==> src/rtl/btm_pkg.sv <==
// Shared definitions for the approximate MAC datapath: default widths, accumulator
// FSM state encoding and the saturation constant helper.
package btm_pkg;

  localparam int unsigned DpDefault   = 19;
  localparam int unsigned DaccDefault = 24;
  localparam int unsigned NtWDefault  = 8;

  typedef logic [1:0] state_t;

  localparam state_t StIdle  = 2'd0;
  localparam state_t StAccum = 2'd1;
  localparam state_t StHold  = 2'd2;

  // All-ones value of a w-bit unsigned quantity, returned zero-extended to 64 bits.
  function automatic logic [63:0] sat_max(input int unsigned w);
    if (w >= 64) begin
      return '1;
    end
    return (64'd1 << w) - 64'd1;
  endfunction

endpackage

==> src/rtl/btm_sat_add.sv <==
// Combinational unsigned saturating adder: clamps to all-ones when the sum
// carries out of Width bits and flags the clamp on sat_o.
module btm_sat_add
  import btm_pkg::*;
#(
  parameter int unsigned Width = DaccDefault
) (
  input  logic [Width-1:0] a_i,
  input  logic [Width-1:0] b_i,
  output logic [Width-1:0] sum_o,
  output logic             sat_o
);

  logic [Width:0] full;

  always_comb begin
    full  = {1'b0, a_i} + {1'b0, b_i};
    sat_o = full[Width];
    sum_o = sat_o ? Width'(sat_max(Width)) : full[Width-1:0];
  end

endmodule

==> src/rtl/btm_accum.sv <==
// Frame accumulator behind the truncated multiplier: sums nterms unsigned products
// into a saturating accumulator and hands the result out over valid/ready.
module btm_accum
  import btm_pkg::*;
#(
  parameter int unsigned DP   = DpDefault,
  parameter int unsigned DACC = DaccDefault,
  parameter int unsigned NT_W = NtWDefault
) (
  input  logic            clk_i,
  input  logic            rst_ni,
  input  logic            start_i,
  input  logic [NT_W-1:0] nterms_i,
  input  logic            in_valid_i,
  output logic            in_ready_o,
  input  logic [DP-1:0]   in_prod_i,
  output logic            out_valid_o,
  input  logic            out_ready_i,
  output logic [DACC-1:0] out_sum_o,
  output logic            out_sat_o,
  output logic            busy_o
);

  state_t            state_q, state_d;
  logic [DACC-1:0]   acc_q, acc_d;
  logic [NT_W-1:0]   cnt_q, cnt_d;
  logic              sat_q, sat_d;

  logic [DACC-1:0]   add_sum;
  logic              add_sat;

  btm_sat_add #(
    .Width (DACC)
  ) u_sat_add (
    .a_i   (acc_q),
    .b_i   (DACC'(in_prod_i)),
    .sum_o (add_sum),
    .sat_o (add_sat)
  );

  always_comb begin
    state_d = state_q;
    acc_d   = acc_q;
    cnt_d   = cnt_q;
    sat_d   = sat_q;

    unique case (state_q)
      StIdle: begin
        if (start_i) begin
          acc_d   = '0;
          sat_d   = 1'b0;
          cnt_d   = nterms_i;
          // An empty frame goes straight to HOLD and reports a zero sum.
          state_d = (nterms_i != '0) ? StAccum : StHold;
        end
      end
      StAccum: begin
        if (in_valid_i) begin
          acc_d = add_sum;
          sat_d = sat_q | add_sat;
          cnt_d = cnt_q - NT_W'(1);
          if (cnt_q == NT_W'(1)) begin
            state_d = StHold;
          end
        end
      end
      StHold: begin
        if (out_ready_i) begin
          acc_d   = '0;
          sat_d   = 1'b0;
          state_d = StIdle;
        end
      end
      default: begin
        state_d = StIdle;
      end
    endcase
  end

  always_ff @(posedge clk_i or negedge rst_ni) begin
    if (!rst_ni) begin
      state_q <= StIdle;
      acc_q   <= '0;
      cnt_q   <= '0;
      sat_q   <= 1'b0;
    end else begin
      state_q <= state_d;
      acc_q   <= acc_d;
      cnt_q   <= cnt_d;
      sat_q   <= sat_d;
    end
  end

  // Sum and flag are only exposed while a result is being offered.
  always_comb begin
    in_ready_o  = (state_q == StAccum);
    out_valid_o = (state_q == StHold);
    out_sum_o   = out_valid_o ? acc_q : '0;
    out_sat_o   = out_valid_o & sat_q;
    busy_o      = (state_q != StIdle);
  end

endmodule

==> config.mk <==
export PLATFORM = sky130hd
export DESIGN_NAME = btm_accum
export DESIGN_NICKNAME = d
export VERILOG_FILES = /design/src/rtl/btm_pkg.sv /design/src/rtl/btm_sat_add.sv /design/src/rtl/btm_accum.sv
export SDC_FILE = /design/constraint.sdc
export NUM_CORES = 1
export LEC_CHECK = 0
export ABC_AREA = 1
export CAP_MARGIN = 25
export CORE_AREA = 2 2 124 126
export CTS_CLUSTER_DIAMETER = 60
export DETAILED_ROUTE_END_ITERATION = 8
export DIE_AREA = 0 0 126 128
export GPL_TIMING_DRIVEN = 0
export PLACE_DENSITY = 0.49
export SLEW_MARGIN = 20
export SYNTH_ARGS = -nofsm -noshare
export SYNTH_HDL_FRONTEND = slang
export SYNTH_SLANG_ARGS = --single-unit
export TNS_END_PERCENT = 1
==> constraint.sdc <==
create_clock -name clk_i -period 3.61 [get_ports clk_i]
set_input_delay 0.722 -clock clk_i [delete_from_list [all_inputs] [get_ports clk_i]]
set_output_delay 0.722 -clock clk_i [all_outputs]
set_load 0.05 [all_outputs]
**Word-level counts from Yosys, hierarchy flattened**

Cells that the tools add are included.

- Add/sub/neg operators: 2
- Muxes and demuxes: 19
- Eq/ne operators: 7
- Bitwise operators: 2
- Reduce and logical (&&, ||, !) cells: 8

Operator list:

| operator | number |
|---|---|
| $mux W24 | 5 |
| $pmux W24 S3 | 1 |
| $add A24 B19 Y25 | 1 |
| $mux W8 | 2 |
| $pmux W8 S2 | 1 |
| $mux W2 | 5 |
| $eq A8 B1 Y1 const B | 1 |
| $reduce_and A4 Y1 | 2 |
| $reduce_bool A8 Y1 | 1 |
| $sub A8 B1 Y8 const B | 1 |
| $pmux W2 S3 | 1 |
| $ne A2 B1 Y1 const B | 2 |
| $ne A2 B2 Y1 const B | 2 |
| $reduce_bool A2 Y1 | 2 |
| $mux W1 | 3 |
| $pmux W1 S3 | 1 |
| $reduce_and A3 Y1 | 1 |
| $reduce_bool A3 Y1 | 1 |
| $eq A2 B1 Y1 const B | 1 |
| $eq A2 B2 Y1 const B | 1 |
| $logic_not A2 Y1 | 1 |
| $and A1 B1 Y1 | 1 |
| $or A1 B1 Y1 | 1 |

- Output and inout bits: 28
- Register bits: 35
- Bits of input ports: 32
- Logic and storage cells: 42

**Depth between registers and ports, before layout**

Gate-level depths: netlist of run 1.

- Depth in word-level cells: 4
- Depth in mapped cells: 14

**By module**

A second synthesis of run 1 with hierarchy kept.

- Cell total of the unflattened synthesis: 669
- Area total of the unflattened synthesis: 3,956.3 um^2

Modules (own cells, without submodules):

| module | times used | cells an instance | area an instance (um^2) | sequential area each (um^2) |
|---|---|---|---|---|
| btm_sat_add | 1 | 393 | 2,000.7 | 0.0 |
| btm_accum | 1 | 276 | 1,955.6 | 875.8 |

**Worst setup path before layout of run 1**

No wires, ideal clock.

- Path kind: flip-flop to output port
- Start point: register state_q[0]
- End point: output port out_sum_o[10]
- Stages on the path, launching flop included: 6
- Data arrival time: 2,392 ps
- Buffers on the path: 2
- Path slack: 496 ps
- Cell sequence: dfrtp_1 -> buf_2 -> nor2_1 -> inv_2 -> clkbuf_1 -> nor2_1

- Word-level cells in the longest chain between the ends: 2

Ends and longest elaborated chain:

| item | RTL line | RTL |
|---|---|---|
| from (decl) | btm_accum.sv:24 | `state_t state_q, state_d;` |
| from (signal assigned) | btm_accum.sv:82 | `state_q <= StIdle;` |
| from (signal assigned) | btm_accum.sv:87 | `state_q <= state_d;` |
| $eq A2 B2 Y1 | btm_accum.sv:97 | `out_valid_o = (state_q == StHold);` |
| named net out_valid_o | btm_accum.sv:17 | `output logic out_valid_o,` |
| $mux W24 | btm_accum.sv:98 | `out_sum_o = out_valid_o ? acc_q : '0;` |
| to (decl) | btm_accum.sv:19 | `output logic [DACC-1:0] out_sum_o,` |

The timed path passes the listed nets, and every way through them passes these cells.

**Worst setup path in the final report of run 1**

- Start point: register state_q[0]
- End point: output port out_sum_o[20]

- Word-level cells in the longest chain between the ends: 2

Ends and longest elaborated chain:

| item | RTL line |
|---|---|
| $eq A2 B2 Y1 | btm_accum.sv:97 |
| $mux W24 | btm_accum.sv:98 |

No other way between the ends.

==> results of run 1 <==
area by class of cell:
type | instances | share of cell area
Multi-Input combinational cell | 432 | 0.482
Sequential cell | 35 | 0.191
Timing Repair Buffer | 60 | 0.132
Inverter | 115 | 0.0941
Tap cell | 188 | 0.0513
Clock buffer | 5 | 0.0273
Buffer | 10 | 0.0183
Clock inverter | 3 | 0.00436
critical path, cell delays in order, from the launching register on:
cell and delay (ns):
dfrtp_1 0.41, buf_2 0.20, nor2_1 0.23, inv_2 0.13, clkbuf_1 0.27, nor2_1 0.16, clkdlybuf4s50_1 0.84
cells in the mapped netlist, types with 2 or more instances:
cell / count / share of area
o22ai_1: 2 / 0.0035
nand2_4: 2 / 0.0062
nand3_2: 12 / 0.033
inv_1: 104 / 0.11
nand3_1: 21 / 0.029
clkbuf_1: 2 / 0.0021
o21ai_0: 23 / 0.032
nor3_1: 2 / 0.0028
ha_1: 21 / 0.073
xor2_1: 10 / 0.024
nand4_1: 8 / 0.014
nor2_1: 68 / 0.071
o21ai_1: 12 / 0.017
dfrtp_1: 35 / 0.24
inv_2: 10 / 0.010
nand2_1: 204 / 0.21
nand3b_1: 6 / 0.012
buf_2: 3 / 0.0042
nor2_4: 2 / 0.0062
a21oi_1: 16 / 0.022
nand2_2: 9 / 0.016
buf_6: 3 / 0.0094
path summary, 6_finish.rpt:
kind	start	endpoint	slack [ns]
setup / recovery	state_q[0]	out_sum_o[20]	0.34
hold / removal	rst_ni	acc_q[10]	0.33
setup reg to reg	acc_q[0]	acc_q[16]	1.35
hold reg to reg	acc_q[17]	acc_q[17]	0.51
max in group asynchronous	rst_ni	cnt_q[0]	2.83
min in group clk_i	acc_q[17]	acc_q[17]	0.51
per-stage QoR:
step	instances	utilization	worst slack [ns]
4_1_cts	848	0.309	0.272
5_1_grt	848	0.309	0.125
3_5_place_dp	840	0.299	0.557
6_report	848	0.309	0.338
3_3_place_gp	839	0.298	0.554
2_1_floorplan	592	-	0.496
registers in the layout (all words and copies together) (netlist names):
| name | count |
|---|---|
| acc_q | 24 |
| cnt_q | 8 |
| state_q | 2 |
| sat_q | 1 |
power groups by stage:
stage	combinational (uW)	clock (uW)	sequential, uW
3_3_place_gp	1840	0	645
4_1_cts	1860	469	646
3_5_place_dp	1850	0	651
2_1_floorplan	1380	0	625
6_report	1850	449	647
5_1_grt	2100	486	668
cells by family (layout without fill, tap and decap cells):
family,count (synthesis),after routing,synth area share
AOI/OAI and AO/OA,59,59,0.0931
xor gates and xnor gates,11,11,0.0267
adders and majority gates,22,22,0.0785
buffers and inverters,125,193,0.143
DFF,35,35,0.243
and+or+nand+nor,340,340,0.416
per-layer routing:
| metal | global-route usage | vias to the layer above | part of all wire |
|---|---|---|---|
| li1 | - | 1950 | - |
| met1 | 0.181 | 1603 | 0.50 |
| met2 | 0.227 | 72 | 0.44 |
| met3 | 0.0275 | 9 | 0.043 |
| met4 | 0.0433 | 0 | 0.014 |
| met5 | 0 | - | 0 |
==> qor.csv, run 1 <==
metric,value,unit
fin crit period,3.27,ns
clk root buf,clkbuf_16,
final setup vio count,0,
Tot GR Track Use,0.137,
Worst EP required,2.89,ns
Mapped Cells,592,
Setup crit start kind,flip-flop,
drt first pass iters,5,
Die ar.,16100,sq um
postcts setup bufs,0,
WL per Instance,12.6,um
"most common cell after layout, fill and taps aside",nand2_1,
Max Buffers Root-to-Sink,2,
hold buffer count at CTS,0,
multi-input logic area,2210,sq um
share of cells above drive strength 1,0.0924,
CTS Buf Count,5,
Mapped Nets,646,
Syn. warnings,0,
clk_lat worst skew,0.30,ns
combinational power share,0.628,
FP Rows,45,
Most used DFF post-synth,dfrtp_1,
pin count of the biggest net entering global routing,24,
run status,"finished, final reports clean",
P&R area growth vs syn,27.4,%
final antenna-violating net count,0,
DRT iter0 DRCs,186,
Routed WL,10.7,mm
Sw Share,0.513,
fin crit share,0.906,
gr ovfl total,0,
H-tree depth,2,
total power,2940,uW
Die X-Extent,126,um
MaxCap Viol Count,0,
TritonCTS clock tree,built,
most frequent cells in the layout,"nand2_1 (204), inv_1 (104), nor2_1 (68), clkdlybuf4s50_1 (58), dfrtp_1 (35)",
IO Port Bufs,59,
Internal,1430,uW
Core Region,14900,sq um
fillcell total,1728,
Top Ports,60,
final hold violation count,0,
clock power share,0.153,
"Reg clk slew, reported paths",0.06,ns
asr flop ratio synth,1.00,
DRC violations left,0,
Finished Cell Area,4590,sq um
Vias,3634,
synthesized flop and latch total,35,
post-CTS sizing,0,
Post-layout nets,713,
# diodes,0,
Slew @ Worst Pin,0.544,ns
Peak Freq,0.306,GHz
gpl congestion,0.905,
initial antenna violation count,0,
DP Area,4440,sq um
Seq pwr share,0.220,
fin. max-slew vios,0,
Critical Path End Type,output port,
Reg2Reg Depth,13,
TritonCTS Sinks,35,
crit path DAT,2.55,ns
NetSw,1510,uW
peak supply drop,0.000433,V
Setup CP Type,reg2out,
Leak,0.00241,uW
Avg Synthesized Cell Area,6.09,sq um
Final Skew,0.00590,ns
PD cells,641,nW/um^2
Slew HR,0.638,
Initial Util,0.242,
Unique masters post-synth,39,
HPWL after DPL,8.60,mm
Die Y,128,um
RSZ-0062 raised after global routing,no,
Sequential Area,876,sq um
first-pass GRT wire length,17.9,mm
number of global-route vias before repair,3733,
Min Hold Slack,0.328,ns
hold crit path type,in2async,
vias per cell,4.29,
cell area after synthesis,3600,sq um
sequential-to-total area share from yosys stat,0.243,
"EDFF count, synth",0,
CP Max Fanout,10,
final setup TNS,0,ns
No activity file was read; power rests on OpenSTA's default activity.
==> run 2, diff against run 1 <==
--- a/config.mk
+++ b/config.mk
@@ -5,14 +5,15 @@
 export SDC_FILE = /design/constraint.sdc
 export NUM_CORES = 1
 export LEC_CHECK = 0
-export ABC_AREA = 1
+export ABC_AREA = 0
 export CAP_MARGIN = 25
-export CORE_AREA = 2 2 124 126
+export CORE_AREA = 2 2 111 113
 export CTS_CLUSTER_DIAMETER = 60
 export DETAILED_ROUTE_END_ITERATION = 8
-export DIE_AREA = 0 0 126 128
+export DIE_AREA = 0 0 113 115
+export GPL_ROUTABILITY_DRIVEN = 0
 export GPL_TIMING_DRIVEN = 0
-export PLACE_DENSITY = 0.49
+export PLACE_DENSITY = 0.5
 export SLEW_MARGIN = 20
 export SYNTH_ARGS = -nofsm -noshare
 export SYNTH_HDL_FRONTEND = slang
==> qor.csv, run 2 <==
metric,value,unit,change
run status,"complete, but fails checks",,"was finished, final reports clean"
failing checks,design-rule violations,,
Setup CP Type,in2reg,,was reg2out
Vias,2849,,was 3634
WL per Instance,15.9,um,was 12.6 um
HPWL after DPL,6.63,mm,was 8.60 mm
Most used DFF post-synth,dfrtp_1,,unchanged
# diodes,0,,unchanged
GRT met3 Usage,0.0232,,was 0.0275
Syn. warnings,0,,unchanged
CP most frequent cell,a21oi_1,,was nor2_1
CP Buf/Inv Count,3,,was 4
Setup crit start kind,primary input,,was flip-flop
initial antenna violation count,0,,unchanged
asr flop ratio synth,1.00,,unchanged
DRC violations left,6,,was 0
Crit-path slowest cell,clkdlybuf4s50_1,,unchanged
TritonCTS Sinks,35,,unchanged
"EDFF count, synth",0,,unchanged
mux contribution to synthesized area,0.0146,,was 0
Synth area leaders,"dfrtp_1 (30%), ha_1 (9.0%), and2_1 (5.8%)",,"was dfrtp_1 (24%), nand2_1 (21%), inv_1 (11%)"
gr ovfl total,0,,unchanged
cell area after synthesis,2900,sq um,was 3600 sq um
Core Region,11800,sq um,was 14900 sq um
Post-synth top cells,"dfrtp_1 (35), a21oi_1 (31), and2_1 (27), nand2_1 (26), ha_1 (21)",,"was nand2_1 (204), inv_1 (104), nor2_1 (68), dfrtp_1 (35), o21ai_0 (23)"
Slew @ Worst Pin,0.947,ns,was 0.544 ns
RSZ-0062 raised after global routing,no,,unchanged
Worst EP required,3.77,ns,was 2.89 ns
Die ar.,13000,sq um,was 16100 sq um
Routed WL,8.74,mm,was 10.7 mm
clk root buf,clkbuf_16,,unchanged
XOR/XNOR Fraction of Synth Area,0.0452,,was 0.0267
Finished Core Util,0.328,,was 0.309
DP Area,3700,sq um,was 4440 sq um
Mapped Nets,388,,was 646
synthesized flop and latch total,35,,unchanged
Synth Area in Adders,0.0974,,was 0.0785
vias per cell,5.19,,was 4.29
pin count of the biggest net entering global routing,19,,was 24
Largest regs,"acc_q: 24 flops, cnt_q: 8 flops, state_q: 2 flops",,unchanged
Slew HR,0.369,,was 0.638
dpl cells,541,,was 840
fin crit period,3.36,ns,was 3.27 ns
GR peak layer,met2,,unchanged
Unique masters post-synth,57,,was 39
"most common cell after layout, fill and taps aside",clkdlybuf4s50_1,,was nand2_1
simple-gate share of the synthesized area,0.209,,was 0.416
Post-layout nets,455,,was 713
total power,2890,uW,was 2940 uW
H-tree depth,2,,unchanged
final antenna-violating net count,0,,unchanged
crit path DAT,3.52,ns,was 2.55 ns
Initial Util,0.246,,was 0.242
CP Max Fanout,10,,unchanged
share of cells above drive strength 1,0.0846,,was 0.0924
Global Route met1 Usage,0.195,,was 0.181
Finished Cell Area,3880,sq um,was 4590 sq um
drt first pass iters,7,,was 5
Largest register FFs,24,,unchanged
most frequent cells in the layout,"clkdlybuf4s50_1 (58), dfrtp_1 (35), a21oi_1 (31), and2_1 (27), nand2_1 (26)",,"was nand2_1 (204), inv_1 (104), nor2_1 (68), clkdlybuf4s50_1 (58), dfrtp_1 (35)"
"Cell Chain, Critical Path","clkdlybuf4s50_1, ha_1, fa_1, a21oi_1, nand4b_1, a21oi_1, o211a_1, nand2b_4, and4_4, buf_6, buf_8, a221o_1",,"was buf_2, nor2_1, inv_2, clkbuf_1, nor2_1, clkdlybuf4s50_1"
number of global-route vias before repair,2814,,was 3733
first-pass GRT wire length,14.5,mm,was 17.9 mm
Leak,0.00173,uW,was 0.00241 uW
Critical Path End Type,flip-flop,,was output port
IO Port Bufs,59,,unchanged
Top reg by flops,acc_q,,unchanged
P&R area growth vs syn,33.6,%,was 27.4%
Final Skew,0.00555,ns,was 0.00590 ns
Yosys top cell by area,dfrtp_1,,unchanged
FP Rows,40,,was 45
PD cells,744,nW/um^2,was 641 nW/um^2
Avg Synthesized Cell Area,8.69,sq um,was 6.09 sq um
Tot GR Track Use,0.139,,was 0.137
Peak Freq,0.297,GHz,was 0.306 GHz
Top Ports,60,,unchanged
Die X-Extent,113,um,was 126 um
"Reg clk slew, reported paths",0.06,ns,about the same
M2 GR Usage,0.215,,was 0.227
Synth top area share,0.302,,was 0.243
DRT iter0 DRCs,172,,was 186
final cell count without fillers,549,,was 848
most frequent cell after synthesis,dfrtp_1,,was nand2_1
postcts setup bufs,0,,unchanged
fin crit share,0.931,,was 0.906
final hold violation count,0,,unchanged
sequential-to-total area share from yosys stat,0.302,,was 0.243
TritonCTS clock tree,built,,unchanged
largest family of logic cells by synthesized area,compound AO/OA/AOI/OAI gates,,was simple AND/OR/NAND/NOR gates
complex-gate fraction of the synthesized area,0.293,,was 0.0931
clk_lat worst skew,0.28,ns,was 0.30 ns
"setup slack, reg-to-reg",0.74,ns,was 1.35 ns
peak supply drop,0.000224,V,was 0.000433 V
MaxCap Viol Count,0,,unchanged
crit-path max cell delay,0.43,ns,was 0.84 ns
Max Buffers Root-to-Sink,2,,unchanged
fin. max-slew vios,0,,unchanged
final setup vio count,0,,unchanged
largest delay contributor family on the critical path,compound AO/OA/AOI/OAI gates,,was buffers and inverters
Die Y,115,um,was 128 um
hold crit path type,in2async,,unchanged
Mapped Cells,334,,was 592
CTS Buf Count,5,,unchanged
run 2: cell types whose count changed in the layout (fill, tap and decap cells not counted), sizes merged, moves of 16 or more:
cell	delta
a21o	+19
a221o	+16
and2	+27
inv	-106
nand2	-189
nand3	-23
nor2	-52
o21ai	-19
run 2: power by group:
part           internal [uW]  leakage [uW]  switching (uW)
combinational            679       0.00119             994
clock                    344     0.0000868             179
sequential               539      0.000448             150
run 2: kinds of logic after synthesis:
| logic type | after synthesis |
|---|---|
| buf+inv | 26 |
| simple gates | 112 |
| compound gates | 120 |
| mux | 4 |
| flops | 35 |
| fa+ha+maj | 22 |
| xor+xnor | 15 |
run 2: cell type report:
cell class / count / area [sq um]
Buffer: 17 / 83.8
Clock buffer: 6 / 139
Clock inverter: 2 / 35.0
Fill cell: 1254 / 7930
Inverter: 9 / 33.8
Multi-Input combinational cell: 273 / 1910
Sequential cell: 35 / 876
Tap cell: 147 / 184
Timing Repair Buffer: 60 / 613
run 2: metal layers:
| layer | vias to the layer above | share of wire | routed length (um) |
|---|---|---|---|
| met5 | - | 0 | 0 |
| met4 | 0 | 0.027 | 233 |
| met3 | 15 | 0.044 | 386 |
| met2 | 86 | 0.44 | 3870 |
| met1 | 1350 | 0.49 | 4260 |
| li1 | 1398 | - | - |
run 2: final timing paths:
path                               from        end  depth (start not counted)
setup / recovery           in_prod_i[0]  acc_q[15]                         12
hold / removal                   rst_ni   acc_q[4]                          1
setup reg to reg               acc_q[0]  acc_q[15]                         11
hold reg to reg                   sat_q      sat_q                          2
max in group asynchronous        rst_ni  acc_q[19]                          2
min in group clk_i                sat_q      sat_q                          2
run 2: worst reg2reg max path, stage by stage, from the launching register on:
cell,delay (ns)
dfrtp_1,0.40
ha_1,0.23
fa_1,0.41
a21oi_1,0.20
nand4b_1,0.20
a21oi_1,0.12
o211a_1,0.26
nand2b_4,0.18
and4_4,0.20
buf_6,0.14
buf_8,0.14
a221o_1,0.27
run 2: timing repair:
| item | in CTS | in global routing |
|---|---|---|
| setup endpoints to repair | 9 | 4 |
| endpoints found under the hold margin | 0 | 0 |
| hold buffers | 0 | 0 |
| resized for setup | 1 | 2 |
run 2: stage by stage:
step	TNS (ns)	hold WS, ns	setup slack (ns)
after detailed placement	-0.311	0.505	-0.0394
after floorplan	0	0.426	0.687
final	0	0.403	0.248
after CTS	0	0.413	0.109
after global routing	0	0.441	0.0831
after global placement	-0.259	0.494	-0.0357
==> run 3, diff against run 2 <==
--- a/config.mk
+++ b/config.mk
@@ -5,7 +5,6 @@
 export SDC_FILE = /design/constraint.sdc
 export NUM_CORES = 1
 export LEC_CHECK = 0
-export ABC_AREA = 0
 export CAP_MARGIN = 25
 export CORE_AREA = 2 2 111 113
 export CTS_CLUSTER_DIAMETER = 60
==> results of run 3 <==
Final layout, timing and power as in run 2 (identical DEF).
